[config.mk]
export PLATFORM = sky130hd
export DESIGN_NAME = serial_to_parallel
export DESIGN_NICKNAME = d
export VERILOG_FILES = /design/src/rtl/s2p_pkg.sv /design/src/rtl/s2p_fifo.sv /design/src/rtl/serial_to_parallel.sv
export SDC_FILE = /design/constraint.sdc
export NUM_CORES = 1
export LEC_CHECK = 0
export CORE_MARGIN = 2
export CORE_UTILIZATION = 50
export DETAILED_ROUTE_END_ITERATION = 8
export GPL_ROUTABILITY_DRIVEN = 1
export PLACE_DENSITY = 0.84
export SLEW_MARGIN = 20
export SYNTH_ARGS = -nofsm -noshare
export SYNTH_HDL_FRONTEND = slang
export SYNTH_HIERARCHICAL = 1
export SYNTH_SLANG_ARGS = --single-unit
[constraint.sdc]
create_clock -name clk -period 2.26 [get_ports clk]
set_input_delay 0.339 -clock clk [delete_from_list [all_inputs] [get_ports clk]]
set_output_delay 0.339 -clock clk [all_outputs]
set_load 0.1 [all_outputs]
[src/rtl/s2p_pkg.sv]
// Shared types and default sizes for the serial-to-parallel deserializer.
// Contents: FSM state enum, default word width and output FIFO depth.
// Imported by s2p_fifo and serial_to_parallel.
package s2p_pkg;

   typedef enum logic [0:0] {
      S2P_IDLE  = 1'b0,
      S2P_SHIFT = 1'b1
   } s2p_state_t;

   localparam int S2P_WIDTH = 4;
   localparam int S2P_DEPTH = 2;

endpackage

[src/rtl/s2p_fifo.sv]
// Synchronous DEPTH x WIDTH FIFO holding reassembled words.
// Ports: push_i/data_i write side, pop_i/data_o read side (data_o is 0 when empty),
//        full_o/empty_o status, count_o occupancy. A push while full is accepted only with a same-cycle pop.
module s2p_fifo
   import s2p_pkg::*;
#(
   parameter int WIDTH = S2P_WIDTH,
   parameter int DEPTH = S2P_DEPTH
) (
   input  logic                       clk,
   input  logic                       reset,
   input  logic                       push_i,
   input  logic [WIDTH-1:0]           data_i,
   input  logic                       pop_i,
   output logic [WIDTH-1:0]           data_o,
   output logic                       full_o,
   output logic                       empty_o,
   output logic [$clog2(DEPTH+1)-1:0] count_o
);

   localparam int PTR_W = $clog2(DEPTH);
   localparam int LVL_W = $clog2(DEPTH+1);

   logic [WIDTH-1:0] mem_q [DEPTH];
   logic [PTR_W-1:0] wr_ptr_q, wr_ptr_d;
   logic [PTR_W-1:0] rd_ptr_q, rd_ptr_d;
   logic [LVL_W-1:0] count_q,  count_d;
   logic             pop_eff;
   logic             push_eff;

   assign empty_o = (count_q == '0);
   assign full_o  = (count_q == LVL_W'(DEPTH));
   assign count_o = count_q;
   assign data_o  = empty_o ? '0 : mem_q[rd_ptr_q];

   // A pop frees the slot the push needs, so full+pop still takes the word.
   assign pop_eff  = pop_i && !empty_o;
   assign push_eff = push_i && (!full_o || pop_eff);

   always_comb begin
      wr_ptr_d = wr_ptr_q;
      rd_ptr_d = rd_ptr_q;
      count_d  = count_q;
      if (push_eff) wr_ptr_d = wr_ptr_q + PTR_W'(1);
      if (pop_eff)  rd_ptr_d = rd_ptr_q + PTR_W'(1);
      case ({push_eff, pop_eff})
         2'b10:   count_d = count_q + LVL_W'(1);
         2'b01:   count_d = count_q - LVL_W'(1);
         default: count_d = count_q;
      endcase
   end

   always_ff @(posedge clk or posedge reset) begin
      if (reset) begin
         wr_ptr_q <= '0;
         rd_ptr_q <= '0;
         count_q  <= '0;
      end else begin
         wr_ptr_q <= wr_ptr_d;
         rd_ptr_q <= rd_ptr_d;
         count_q  <= count_d;
      end
   end

   // Storage needs no reset: the head is masked to 0 while empty.
   always_ff @(posedge clk) begin
      if (push_eff) mem_q[wr_ptr_q] <= data_i;
   end

endmodule

[src/rtl/serial_to_parallel.sv]
// Deserializer: reassembles LSB-first serial bits into WIDTH-bit words, buffered in a FIFO.
// Ports: serial_i/valid_i bit stream, clear_i clears overflow; parallel_o/_valid_o/_ready_i word output,
//        level_o FIFO occupancy, overflow_o sticky drop flag, frame_err_o one-cycle partial-word discard pulse.
module serial_to_parallel
   import s2p_pkg::*;
#(
   parameter int WIDTH = S2P_WIDTH,
   parameter int DEPTH = S2P_DEPTH
) (
   input  logic                       clk,
   input  logic                       reset,
   input  logic                       serial_i,
   input  logic                       valid_i,
   input  logic                       clear_i,
   output logic [WIDTH-1:0]           parallel_o,
   output logic                       parallel_valid_o,
   input  logic                       parallel_ready_i,
   output logic [$clog2(DEPTH+1)-1:0] level_o,
   output logic                       overflow_o,
   output logic                       frame_err_o
);

   localparam int                CNT_W = $clog2(WIDTH);
   localparam logic [CNT_W-1:0]  LAST  = CNT_W'(WIDTH-1);

   s2p_state_t       state_q, state_d;
   logic [CNT_W-1:0] bit_cnt_q, bit_cnt_d;
   logic [WIDTH-1:0] shreg_q, shreg_d;
   logic             frame_err_q, frame_err_d;
   logic             overflow_q, overflow_d;
   logic [WIDTH-1:0] word;
   logic             push;
   logic             pop;
   logic             full;
   logic             empty;

   // New bit enters at the top; after WIDTH shifts the first bit is at bit 0.
   assign word = {serial_i, shreg_q[WIDTH-1:1]};

   always_comb begin
      state_d     = state_q;
      bit_cnt_d   = bit_cnt_q;
      shreg_d     = shreg_q;
      frame_err_d = 1'b0;
      push        = 1'b0;
      case (state_q)
         S2P_IDLE: begin
            if (valid_i) begin
               shreg_d   = word;
               bit_cnt_d = CNT_W'(1);
               state_d   = S2P_SHIFT;
            end
         end
         S2P_SHIFT: begin
            if (valid_i) begin
               shreg_d = word;
               if (bit_cnt_q == LAST) begin
                  push      = 1'b1;
                  bit_cnt_d = '0;
                  state_d   = S2P_IDLE;
               end else begin
                  bit_cnt_d = bit_cnt_q + CNT_W'(1);
               end
            end else begin
               // Gap inside a word: drop the partial word and flag it.
               bit_cnt_d   = '0;
               state_d     = S2P_IDLE;
               frame_err_d = 1'b1;
            end
         end
         default: begin
            bit_cnt_d = '0;
            state_d   = S2P_IDLE;
         end
      endcase
   end

   assign pop = !empty && parallel_ready_i;

   // Set wins over clear so a drop in the clearing cycle is never lost.
   assign overflow_d = (push && full && !pop) || (overflow_q && !clear_i);

   always_ff @(posedge clk or posedge reset) begin
      if (reset) begin
         state_q     <= S2P_IDLE;
         bit_cnt_q   <= '0;
         shreg_q     <= '0;
         frame_err_q <= 1'b0;
         overflow_q  <= 1'b0;
      end else begin
         state_q     <= state_d;
         bit_cnt_q   <= bit_cnt_d;
         shreg_q     <= shreg_d;
         frame_err_q <= frame_err_d;
         overflow_q  <= overflow_d;
      end
   end

   s2p_fifo #(
      .WIDTH (WIDTH),
      .DEPTH (DEPTH)
   ) u_fifo (
      .clk     (clk),
      .reset   (reset),
      .push_i  (push),
      .data_i  (word),
      .pop_i   (pop),
      .data_o  (parallel_o),
      .full_o  (full),
      .empty_o (empty),
      .count_o (level_o)
   );

   assign parallel_valid_o = !empty;
   assign overflow_o       = overflow_q;
   assign frame_err_o      = frame_err_q;

endmodule

## Word-level counts from Yosys, hierarchy flattened

Memories as Yosys holds them, arrays and structs flattened.
Index checks and enable logic that the tools add are counted.

| word-level totals | value |
|---|---|
| memory bits (writable) | 8 |
| register bits | 13 |
| memory bits (read-only) | 0 |
| word-level logic and storage cells | 52 |
| memories kept | 1 |
| bits in latches | 0 |

| cells by class | value |
|---|---|
| reductions and logical operators | 14 |
| order comparisons | 0 |
| bitwise operators | 1 |
| shift-type cells | 0 |
| div/mod/pow operators | 0 |
| equality and inequality tests | 5 |
| $add $sub $neg | 5 |
| $mul | 0 |
| muxes and demuxes | 18 |

Memory list:

| name | depth | width | read ports | clocked after memory_dff | write ports | RTL line | RTL |
|---|---|---|---|---|---|---|---|
| u_fifo.mem_q | 2 | 4 | 1 | 0 | 1 | s2p_fifo.sv:24 | `logic [WIDTH-1:0] mem_q [DEPTH];` |

Operators with widths:

| kind | number |
|---|---|
| 1-bit two-way mux | 10 |
| 4-bit two-way mux | 2 |
| 2-bit one-hot mux with 2 select lines | 2 |
| 2-bit == test (second input constant) | 3 |
| 1-bit logical AND | 6 |
| 2-bit two-way mux | 3 |
| 2-bit by 1-bit adder with 2-bit output (second input constant) | 2 |
| 1-bit zero test | 4 |
| 1-bit adder (second input constant) | 2 |
| 2-bit by 1-bit == test with 1-bit output (second input constant) | 1 |
| 2-bit zero test | 1 |
| 1-bit logical OR | 2 |
| 2-bit != test (second input constant) | 1 |
| 1-bit one-hot mux with 2 select lines | 1 |
| 2-bit nonzero test | 1 |
| 2-bit by 1-bit subtractor with 2-bit output (second input constant) | 1 |
| 1-bit NOT | 1 |

## Longest topological paths before layout

Gate-level depths: netlist of the first run.

| depth | value |
|---|---|
| word-level depth | 8 |
| depth in mapped cells | 8 |

## Modules after synthesis

The synthesis of the first run kept the hierarchy.

By module, submodules not included:

| module | cells each | instances | seq. area each (µm²) | area an instance (µm²) |
|---|---|---|---|---|
| s2p_fifo | 37 | 1 | 340.3 | 529.3 |
| serial_to_parallel | 27 | 1 | 200.2 | 345.3 |

## Worst setup path before layout of the first run

OpenSTA, ideal clock, no wires.

| timing | value |
|---|---|
| path kind | reg2out |
| start point | register u_fifo.count_q[1] (netlist: u_fifo/count_o[1]) |
| end point | output port parallel_o[0] |
| arrival time | 2.528 ns |
| stages on the path, launching flop included | 3 |
| path buffers | 0 |
| path slack | -0.607 ns |
| cells stage by stage | dfrtp_1 > nor2_2 > nor2_1 |

| between the ends | value |
|---|---|
| word-level cells in the longest chain between the ends | 2 |

Ends and longest elaborated chain:

| element | RTL line | RTL |
|---|---|---|
| from (decl) | s2p_fifo.sv:27 | `logic [LVL_W-1:0] count_q, count_d;` |
| from (signal assigned) | s2p_fifo.sv:61 | `count_q <= count_d;` |
| 2-bit zero test | s2p_fifo.sv:31 | `assign empty_o = (count_q == '0);` |
| via empty | serial_to_parallel.sv:35 | `logic empty;` |
| 4-bit two-way mux | s2p_fifo.sv:34 | `assign data_o = empty_o ? '0 : mem_q[rd_ptr_q];` |
| to (decl) | serial_to_parallel.sv:15 | `output logic [WIDTH-1:0] parallel_o,` |

The timed path passes the listed nets, and every way through them passes these cells.

## Final worst setup path of the first run

| timing | value |
|---|---|
| start point | register u_fifo.count_q[1] (netlist: u_fifo/count_o[1]) |
| end point | output port parallel_o[1] |

Same word-level chain as after synthesis.

==> flow_summary.rst, run 1 <==
.. list-table::
   :header-rows: 1

   * - Metric
     - Value
   * - Leading area contributor after synthesis
     - dfrtp_1
   * - Top cells by instance count after synthesis
     - 12 x dfrtp_1, 8 x edfxtp_1, 7 x nor2_1, 6 x inv_1, 4 x mux2i_1
   * - Post-cts hold buffer count
     - 0
   * - Cell count after synthesis
     - 64
   * - Count of max-cap constraint violations
     - 0
   * - Area of combinational cells with multiple inputs
     - 301.5 µm²
   * - Async set-or-reset flop fraction in the synthesized netlist
     - 0.6000
   * - Pin count of the biggest net entering global routing
     - 13
   * - Worst Tran Pin Value
     - between 0.4 and 0.5 ns
   * - Simple-gate area share of the yosys netlist
     - 0.1116
   * - Kind of end point of the critical path
     - primary output
   * - Number of sinks handled by clock tree synthesis
     - 20
   * - Diodes inserted
     - 0
   * - Core area
     - 1689 µm²
   * - Mapped cell area
     - 874.6 µm²
   * - Overall die area
     - between 2000 and 2500 µm²
   * - Number of global-route vias before repair
     - 458
   * - Row Count
     - 15
   * - Fraction of final layout cells with drive strength greater than 1
     - 0.3780
   * - Synth-to-Final Area Change
     - 23.18%
   * - Detailed-route via count
     - 505
   * - Total area of sequential cells
     - 543.0 µm²
   * - Worst path required time
     - 1.92 ns
   * - 1st-iter DRT viols
     - 6
   * - Final cell count without fillers
     - 99
   * - Insertion delay of the later-clocked pin in the worst-skew pair
     - 0.29 ns
   * - Drt wl/cell
     - 12.49 µm
   * - Placer Congestion
     - 0.7116
   * - Buffer cell driving the clock tree root
     - clkbuf_4
   * - Main synth FF type
     - dfrtp_1
   * - Aggregate global-route resource usage
     - 0.1328
   * - Total count of max-transition violations in the final report
     - 0
   * - Final number of setup-violating endpoints
     - 0
   * - Maximum fanout along the worst path
     - 6
   * - Placed cell area
     - 1025 µm²
   * - Dominant cells by area after synthesis
     - dfrtp_1 34%, edfxtp_1 27%, mux2i_1 4.6%, mux2_2 3.9%, nor2_1 3.0%
   * - Number of synthesized flops with an enable pin
     - 8
   * - Initial standard-cell utilization of the core
     - 0.5178
   * - Sequential fraction of the synthesis area
     - 0.6180
   * - Yosys top cell area share
     - 0.3433
   * - Number of vias per cell
     - just over 5
   * - Port buffer count
     - 14
   * - Top Ports
     - 15
   * - Flip-flop and latch count after synthesis
     - 20
   * - Total of fill cells in the finished design
     - about 140
   * - Adder and majority cell fraction of the synthesized area
     - 0.02861
   * - Hold violation total from the final report
     - 0
   * - Setup Skew
     - 0.003080 ns
   * - Avg Inst Size Synth
     - ~14 µm²
   * - Min-Delay Path Class
     - input pin to asynchronous set/reset pin
   * - Global-route wire length before repair
     - 1904 µm
   * - Synth Area in Compound Gates
     - 0.05866
   * - Remaining global-route overflow
     - 0
   * - Worst endpoint data arrival time
     - approximately 1.3 ns
   * - Die width
     - 45.83 µm
   * - Result of the run
     - completed
   * - Remaining max-slew budget at the tightest pin
     - 0.7252
   * - Worst reg2reg setup slack
     - 0.61 ns
   * - Share of the cycle needed by the critical path after routing
     - 0.7424
   * - Class of the most critical setup path
     - register to primary output
   * - Library cells used by synthesis
     - 24
   * - Unrepaired setup endpoints after global routing
     - false
   * - XOR/XNOR share of the synthesized area
     - 0.05007
   * - Setup TNS after final layout
     - 0 ns
   * - Initial antenna violation count
     - 0
   * - Maximum level of the CTS H-tree
     - 1
   * - Fin area
     - 1077 µm²
   * - # resized after CTS
     - 0
   * - Clock tree from TritonCTS
     - done
   * - DRC viols
     - 0
   * - Post-Synthesis Net Count
     - 72
   * - Sort of element at the start of the critical path
     - register
   * - Dominant cell by count in the synthesized netlist
     - dfrtp_1
   * - Number of placed instances with taps included
     - 95
   * - Final Critical Period
     - 1.678 ns
   * - Number of buffers added by the clock tree synthesis step
     - 3
   * - Synth warn
     - 6
   * - Post-DP HPWL
     - 977.6 µm
   * - Worst hold-check slack
     - 0.2573 ns
   * - F_max
     - 596.0 MHz
   * - Maximum number of buffers from clock root to sink
     - 2
   * - Final #Nets
     - 91
   * - Clock-pin transition on the worst setup and hold timing paths
     - 0.11 ns
   * - Total Routed Length
     - around 1200 µm
   * - Chip height
     - 45.83 µm
   * - Combinational family with the most area after synthesis
     - simple AND/OR/NAND/NOR gates
   * - DRT antenna net count
     - 0
   * - First-pass detailed-route iteration total
     - 2
   * - Multiplexer fraction of the synthesized cell area
     - 0.08441
   * - # Post-CTS Setup Buffers
     - 0
[metal layers]
layer | global-route usage | part of all wire | vias to the layer above
met3 | 0.02778 | 0.050 | 2
met5 | 0 | 0 | -
met4 | 0.06857 | 0.0097 | 0
met1 | 0.1701 | 0.46 | 241
met2 | 0.2113 | 0.48 | 13
li1 | - | - | 249
[per-stage QoR]
stage                     utilization  setup WS (ns)
final                          0.6378         0.5822
after global routing           0.6378         0.4847
after CTS                      0.6378         0.5655
after detailed placement       0.6067         0.4564
after global placement         0.6067         0.4982
after floorplan                     -         0.1663
[worst paths after layout]
path | depth (start not counted) | endpoint | start
max | 4 | parallel_o[1] | u_fifo/count_o[1]
min | 2 | u_fifo/wr_ptr_q | reset
max reg2reg | 7 | u_fifo/count_o[1] | u_fifo/count_o[1]
min reg2reg | 0 | u_fifo/mem_q[0][0] | shreg_q[1]
max in group asynchronous | 2 | overflow_o | reset
min in group clk | 0 | u_fifo/mem_q[0][0] | shreg_q[1]
[cell usage in the layout, fill, tap and decap left out]
master,n
mux2_2,3
mux2i_1,4
and2b_2,1
clkbuf_4,3
o21ai_4,1
xor2_1,2
clkdlybuf4s50_1,5
and3_4,1
a32o_1,1
ha_1,2
bufinv_16,1
xnor2_1,3
dfrtp_1,10
nor2_1,3
inv_1,6
nand2b_4,1
o21a_1,1
nand3_1,1
edfxtp_1,8
nand2b_1,2
nor2_2,5
inv_2,1
a21boi_0,1
o21ai_0,2
dfrtp_2,2
buf_4,11
nor2b_4,1
[area by class of cell]
type	count	area share
inverter	7	0.02439
clock buffer	3	0.02091
timing repair buffer	16	0.1231
tap	17	0.01974
sequential	20	0.5041
clock inverter	1	0.02787
multi-input combinational	35	0.2799
[kinds of logic after synthesis]
| family | Yosys count |
|---|---|
| xor gates and xnor gates | 5 |
| AOI/OAI and AO/OA | 6 |
| adders and majority gates | 2 |
| buffers and inverters | 9 |
| DFF | 20 |
| muxes | 7 |
| and+or+nand+nor | 15 |
[registers in the layout (all words and copies together), names as in the netlist]
| register | flops |
|---|---|
| u_fifo/mem_q | 8 |
| shreg_q | 3 |
| bit_cnt_q | 2 |
| u_fifo/count_o | 2 |
| frame_err_o | 1 |
| overflow_o | 1 |
| state_q | 1 |
| u_fifo/rd_ptr_q | 1 |
| u_fifo/wr_ptr_q | 1 |
[worst max-delay path: stages, from the launching register on]
cell,delay (ns)
dfrtp_2,0.44
nor2_2,0.06
buf_4,0.17
nor2_2,0.10
buf_4,0.29
Power of run 1 is left out: the tool's default activity adds up to more than one toggle a clock period on the data nets, which glitch-free logic cannot reach.
==> run 2, diff against run 1 <==
clock period = 1.55 ns   (was 2.26 ns; I/O delays follow)
==> flow_summary.rst, run 2 (same netlist as run 1, synthesis figures left out) <==
.. list-table::
   :header-rows: 1

   * - Metric
     - Value
   * - Result of the run
     - complete, but fails checks
   * - Failing checks
     - negative setup slack
   * - DRC viols
     - 0
   * - Registers with the highest flip-flop counts
     - u_fifo/mem_q: 8 flops, shreg_q: 3 flops
   * - Count of max-cap constraint violations
     - 0
   * - R2r worst-path depth
     - 8
   * - Clock-pin transition on the worst setup and hold timing paths
     - 0.11 ns
   * - Die width
     - approximately 46 µm
   * - Class of the most critical setup path
     - register to register
   * - Pin count of the biggest net entering global routing
     - 13
   * - Worst reg2reg setup slack
     - -0.09 ns
   * - Kind of end point of the critical path
     - register
   * - Overall die area
     - 2100 µm²
   * - First-pass detailed-route iteration total
     - 4
   * - Detailed-route via count
     - between 500 and 600
   * - Sort of element at the start of the critical path
     - register
   * - Worst Tran Pin Value
     - 0.3228 ns
   * - Aggregate global-route resource usage
     - 0.2093
   * - RR Endpoint
     - u_fifo/count_o[1]
   * - Worst path required time
     - 1.74 ns
   * - Remaining global-route overflow
     - 0
   * - Global-route wire length before repair
     - between 2000 and 3000 µm
   * - Number of vias per cell
     - ~5
   * - Final number of setup-violating endpoints
     - 6
   * - Total of fill cells in the finished design
     - 98
   * - Critical path destination
     - u_fifo/count_o[1]
   * - Launching instance or port of the critical path
     - u_fifo/count_o[0]
   * - Setup Skew
     - 0.004021 ns
   * - F_max
     - between 600 and 700 MHz
   * - Drt wl/cell
     - approximately 16 µm
   * - Number of global-route vias before repair
     - 580
   * - Unrepaired setup endpoints after global routing
     - true
   * - Row Count
     - 15
   * - Buffer cell driving the clock tree root
     - clkbuf_4
   * - Insertion delay of the later-clocked pin in the worst-skew pair
     - 0.30 ns
   * - Initial standard-cell utilization of the core
     - 0.5178
   * - Placer Congestion
     - 0.8253
   * - Diodes inserted
     - 0
   * - Hold violation total from the final report
     - 0
   * - Post-DP HPWL
     - 1379 µm
   * - Maximum number of buffers from clock root to sink
     - 2
   * - Top Ports
     - 15
   * - Total area of sequential cells
     - 549.3 µm²
   * - Most used cells in the layout excluding fill and tap cells
     - 9 x dfrtp_1, 9 x buf_12, 8 x buf_4, 8 x nor2_4, 8 x edfxtp_1
   * - Chip height
     - 45.83 µm
   * - Initial antenna violation count
     - 0
   * - Synth-to-Final Area Change
     - 53.36%
   * - DRT antenna net count
     - 0
   * - Total Routed Length
     - 1755 µm
   * - Port buffer count
     - 14
   * - Number of sinks handled by clock tree synthesis
     - 20
   * - Final Critical Period
     - about 1.6 ns
   * - Core area
     - 1689 µm²
   * - Final #Nets
     - ~100
   * - 1st-iter DRT viols
     - 9
   * - Share of the cycle needed by the critical path after routing
     - 1.055
   * - Flip-flop count of the largest register after layout
     - 8
   * - Setup TNS after final layout
     - -0.1292 ns
   * - Total count of max-transition violations in the final report
     - 0
   * - Maximum level of the CTS H-tree
     - 1
   * - Clock tree from TritonCTS
     - done
   * - Fraction of final layout cells with drive strength greater than 1
     - 0.5222
   * - Final WS setup
     - -0.08565 ns
   * - Worst endpoint data arrival time
     - 1.82 ns
   * - Area of combinational cells with multiple inputs
     - 376.6 µm²
   * - Remaining max-slew budget at the tightest pin
     - 0.7845
   * - Min-Delay Path Class
     - input pin to asynchronous set/reset pin
   * - Top reg by flops
     - u_fifo/mem_q
   * - Number of buffers added by the clock tree synthesis step
     - 3
   * - Reg2reg start
     - u_fifo/count_o[0]
   * - Maximum fanout along the worst path
     - 2
-- run 2: worst max-delay path: stages, from the launching register on --
cell and delay (ns):
dfrtp_4 0.50, nor2_4 0.13, nand2b_4 0.15, inv_4 0.05, nor2b_4 0.13, ha_4 0.16, xnor2_2 0.19, nor2_4 0.05
xor2_1 0.16
-- run 2: per-stage QoR --
stage	utilization	hold WS, ns	std cells	instance area, µm²	setup WS, ns
2_1_floorplan	-	-0.001377	64	937.1	-0.4165
3_3_place_gp	0.7296	0.4494	101	1232	-0.07053
3_5_place_dp	0.7296	0.4678	101	1232	-0.1831
4_1_cts	0.7830	0.1440	107	1323	-0.06790
5_1_grt	0.7941	0.1687	107	1341	-0.1386
6_report	0.7941	0.1453	107	1341	-0.08565
-- run 2: final cells by class --
| cell class | instances | area share |
|---|---|---|
| Clock inverter | 1 | 0.02239 |
| Timing Repair Buffer | 24 | 0.2332 |
| Tap cell | 17 | 0.01586 |
| Inverter | 7 | 0.02146 |
| Multi-Input combinational cell | 35 | 0.2808 |
| Sequential cell | 20 | 0.4095 |
| Clock buffer | 3 | 0.01679 |
-- run 2: worst min path at each step --
stage,startpoint,to,slack [ns],cells after the start
after floorplan,reset,u_fifo/rd_ptr_q,-0.001,1
after global placement,shreg_q[1],u_fifo/mem_q[0][0],0.45,0
after detailed placement,reset,u_fifo/wr_ptr_q,0.47,2
after CTS,reset,u_fifo/count_o[0],0.14,2
after global routing,reset,u_fifo/count_o[1],0.17,2
final,reset,u_fifo/count_o[1],0.15,2
-- run 2: routing by layer --
layer  wire length [µm]  part of all wire  vias to the layer above  GRT usage
met5                  0                 0                        -          0
met4                 40             0.023                        0     0.1200
met3                 42             0.024                        4    0.02381
met2                968              0.55                       14     0.3775
met1                704              0.40                      258     0.2351
li1                   -                 -                      266          -
-- run 2: repair_timing --
item | CTS | global route
setup buffers | 2 | 2
cloned | 0 | 0
resized for setup | 6 | 5
endpoints found under the setup margin | 7 | 15
pin swaps | 4 | 2
hold buffers | 0 | 0
Power of run 2 is left out for the same reason.
==> run 3, diff against run 2 <==
CTS_BUF_LIST = sky130_fd_sc_hd__clkbuf_16   (was unset)
SLEW_MARGIN = 15   (was 20)
==> flow_summary.rst, run 3 (same netlist as run 1, synthesis figures left out) <==
.. list-table::
   :header-rows: 1

   * - Metric
     - Value
   * - Hold violation total from the final report
     - 0
   * - Die width
     - 45.83 µm
   * - Diodes inserted
     - 0
   * - Maximum fanout along the worst path
     - 2
   * - Total Routed Length
     - 2058 µm
   * - Setup Skew
     - 0.004244 ns
   * - Top Ports
     - 15
   * - Top reg by flops
     - u_fifo/mem_q
   * - Port buffer count
     - 14
   * - Drt wl/cell
     - between 15 and 20 µm
   * - Critical Path Slowest Stage Cell
     - dfrtp_4
   * - Uppermost metal layer occupied by signal nets
     - met4
   * - Worst Tran Pin Value
     - 0.2768 ns
   * - Sequence of cells on the critical path
     - nor2_4 -> nand2b_4 -> inv_4 -> nor2b_4 -> ha_4 -> xnor2_4 -> nor2_4 -> xor2_1
   * - Remaining global-route overflow
     - 0
   * - Final #Nets
     - around 100
   * - CP dominant cell by count
     - nor2_4
   * - Final WS setup
     - -0.07229 ns
   * - Kind of end point of the critical path
     - register
   * - Maximum level of the CTS H-tree
     - 1
   * - Sort of element at the start of the critical path
     - register
   * - DRC viols
     - 0
   * - Remaining max-slew budget at the tightest pin
     - 0.8102
   * - F_max
     - 616.4 MHz
   * - Result of the run
     - complete, but fails checks
   * - Final number of setup-violating endpoints
     - 6
   * - DRT antenna net count
     - 0
   * - Number of global-route vias before repair
     - 613
   * - Placed cell area
     - 1232 µm²
   * - Aggregate global-route resource usage
     - 0.2299
   * - 1st-iter DRT viols
     - 19
   * - Initial standard-cell utilization of the core
     - 0.5178
   * - Fin area
     - roughly 1400 µm²
   * - Registers with the highest flip-flop counts
     - u_fifo/mem_q: 8 flops, shreg_q: 3 flops
   * - Fraction of final layout cells with drive strength greater than 1
     - 0.5217
   * - Final Critical Period
     - 1.622 ns
   * - First-pass detailed-route iteration total
     - 4
   * - Detailed-route via count
     - 601
   * - Share of the cycle needed by the critical path after routing
     - 1.047
   * - Min-Delay Path Class
     - input pin to asynchronous set/reset pin
   * - Initial antenna violation count
     - 0
   * - Metal1 wirelength
     - roughly 840 µm
   * - Worst endpoint data arrival time
     - 1.78 ns
   * - Global-route wire length before repair
     - 3118 µm
   * - Chip height
     - 45.83 µm
   * - Unrepaired setup endpoints after global routing
     - true
   * - Synth-to-Final Area Change
     - 61.37%
   * - Row Count
     - 15
   * - Class of the most critical setup path
     - register to register
   * - Total count of max-transition violations in the final report
     - 0
   * - Pin count of the biggest net entering global routing
     - 13
   * - Worst path required time
     - between 1.5 and 2 ns
   * - Met2 layer wire length in the routed design
     - 1127 µm
   * - Overall die area
     - 2100 µm²
   * - Total of fill cells in the finished design
     - 94
   * - Most common cell after layout, fill and taps aside
     - buf_4
   * - Clock tree from TritonCTS
     - done
   * - Most used cells in the layout excluding fill and tap cells
     - 11 x buf_4, 10 x dfrtp_1, 10 x buf_12, 8 x edfxtp_1, 6 x nor2_4
   * - Maximum number of buffers from clock root to sink
     - 2
   * - Longest individual stage delay on the worst path
     - 0.49 ns
   * - Number of sinks handled by clock tree synthesis
     - 20
   * - Post-cts hold buffer count
     - 0
   * - Number of vias per cell
     - 5.514
   * - Flip-flop count of the largest register after layout
     - 8
   * - Post-DP HPWL
     - between 1000 and 1500 µm
   * - Sum of met3 wire segment lengths after detailed routing
     - just over 50 µm
   * - Clock-pin transition on the worst setup and hold timing paths
     - 0.05 ns
   * - Core area
     - 1689 µm²
   * - Buffer cell driving the clock tree root
     - clkbuf_16
   * - Insertion delay of the later-clocked pin in the worst-skew pair
     - between 0.2 and 0.3 ns
   * - Count of max-cap constraint violations
     - 0
   * - Failing checks
     - negative setup slack
   * - Number of buffers added by the clock tree synthesis step
     - 3
   * - Placer Congestion
     - 0.8253
[run 3: path summary, 6_finish.rpt]
path	cells after the start	endpoint	slack (ns)	from
max	8	u_fifo/count_o[1]	-0.07	u_fifo/count_o[0]
min	2	u_fifo/count_o[1]	0.23	reset
max reg2reg	8	u_fifo/count_o[1]	-0.07	u_fifo/count_o[0]
min reg2reg	0	u_fifo/mem_q[0][1]	0.51	shreg_q[2]
max in group asynchronous	2	bit_cnt_q[0]	1.04	reset
min in group clk	0	u_fifo/mem_q[0][1]	0.51	shreg_q[2]
[run 3: through the flow]
step                      std cells  setup WS (ns)  utilization  hold slack (ns)  TNS [ns]
after floorplan                  64        -0.4165            -        -0.001377    -2.545
after global placement          101       -0.07053       0.7296           0.4494  -0.07053
after detailed placement        101        -0.1831       0.7296           0.4678   -0.1882
after CTS                       107       -0.05664       0.8111           0.2448   -0.1176
after global routing            109        -0.1219       0.8356           0.2482   -0.6013
final                           109       -0.07229       0.8356           0.2270   -0.1520
[run 3: per-layer routing]
metal	track usage	vias up
li1	-	271
met1	0.2655	314
met2	0.4113	12
met3	0.03968	4
met4	0.1029	0
met5	0	-
[run 3: layout make-up]
class | count | area, µm² | share of cell area
Multi-Input combinational cell | 35 | 375.4 | 0.2660
Clock inverter | 1 | 30.03 | 0.02128
Inverter | 7 | 28.78 | 0.02039
Timing Repair Buffer | 26 | 332.8 | 0.2358
Clock buffer | 3 | 75.07 | 0.05319
Tap cell | 17 | 21.27 | 0.01507
Sequential cell | 20 | 548.0 | 0.3883
[run 3: timing repair]
item | in CTS | in global routing
endpoints found under the setup margin | 3 | 15
gates resized for setup | 4 | 6
buffers inserted | 2 | 2
endpoints found under the hold margin | 0 | 0
pin swaps | 3 | 2
[run 3: worst max-delay path, delay by kind of cell, from the launching register on]
kind | cells | cell delay (ns)
flip-flops | 1 | 0.49
AND/OR/NAND/NOR | 4 | 0.52
buffers and inverters | 1 | 0.05
XOR/XNOR | 2 | 0.31
adder cells (fa/ha/maj) | 1 | 0.17
Power of run 3 is left out for the same reason.
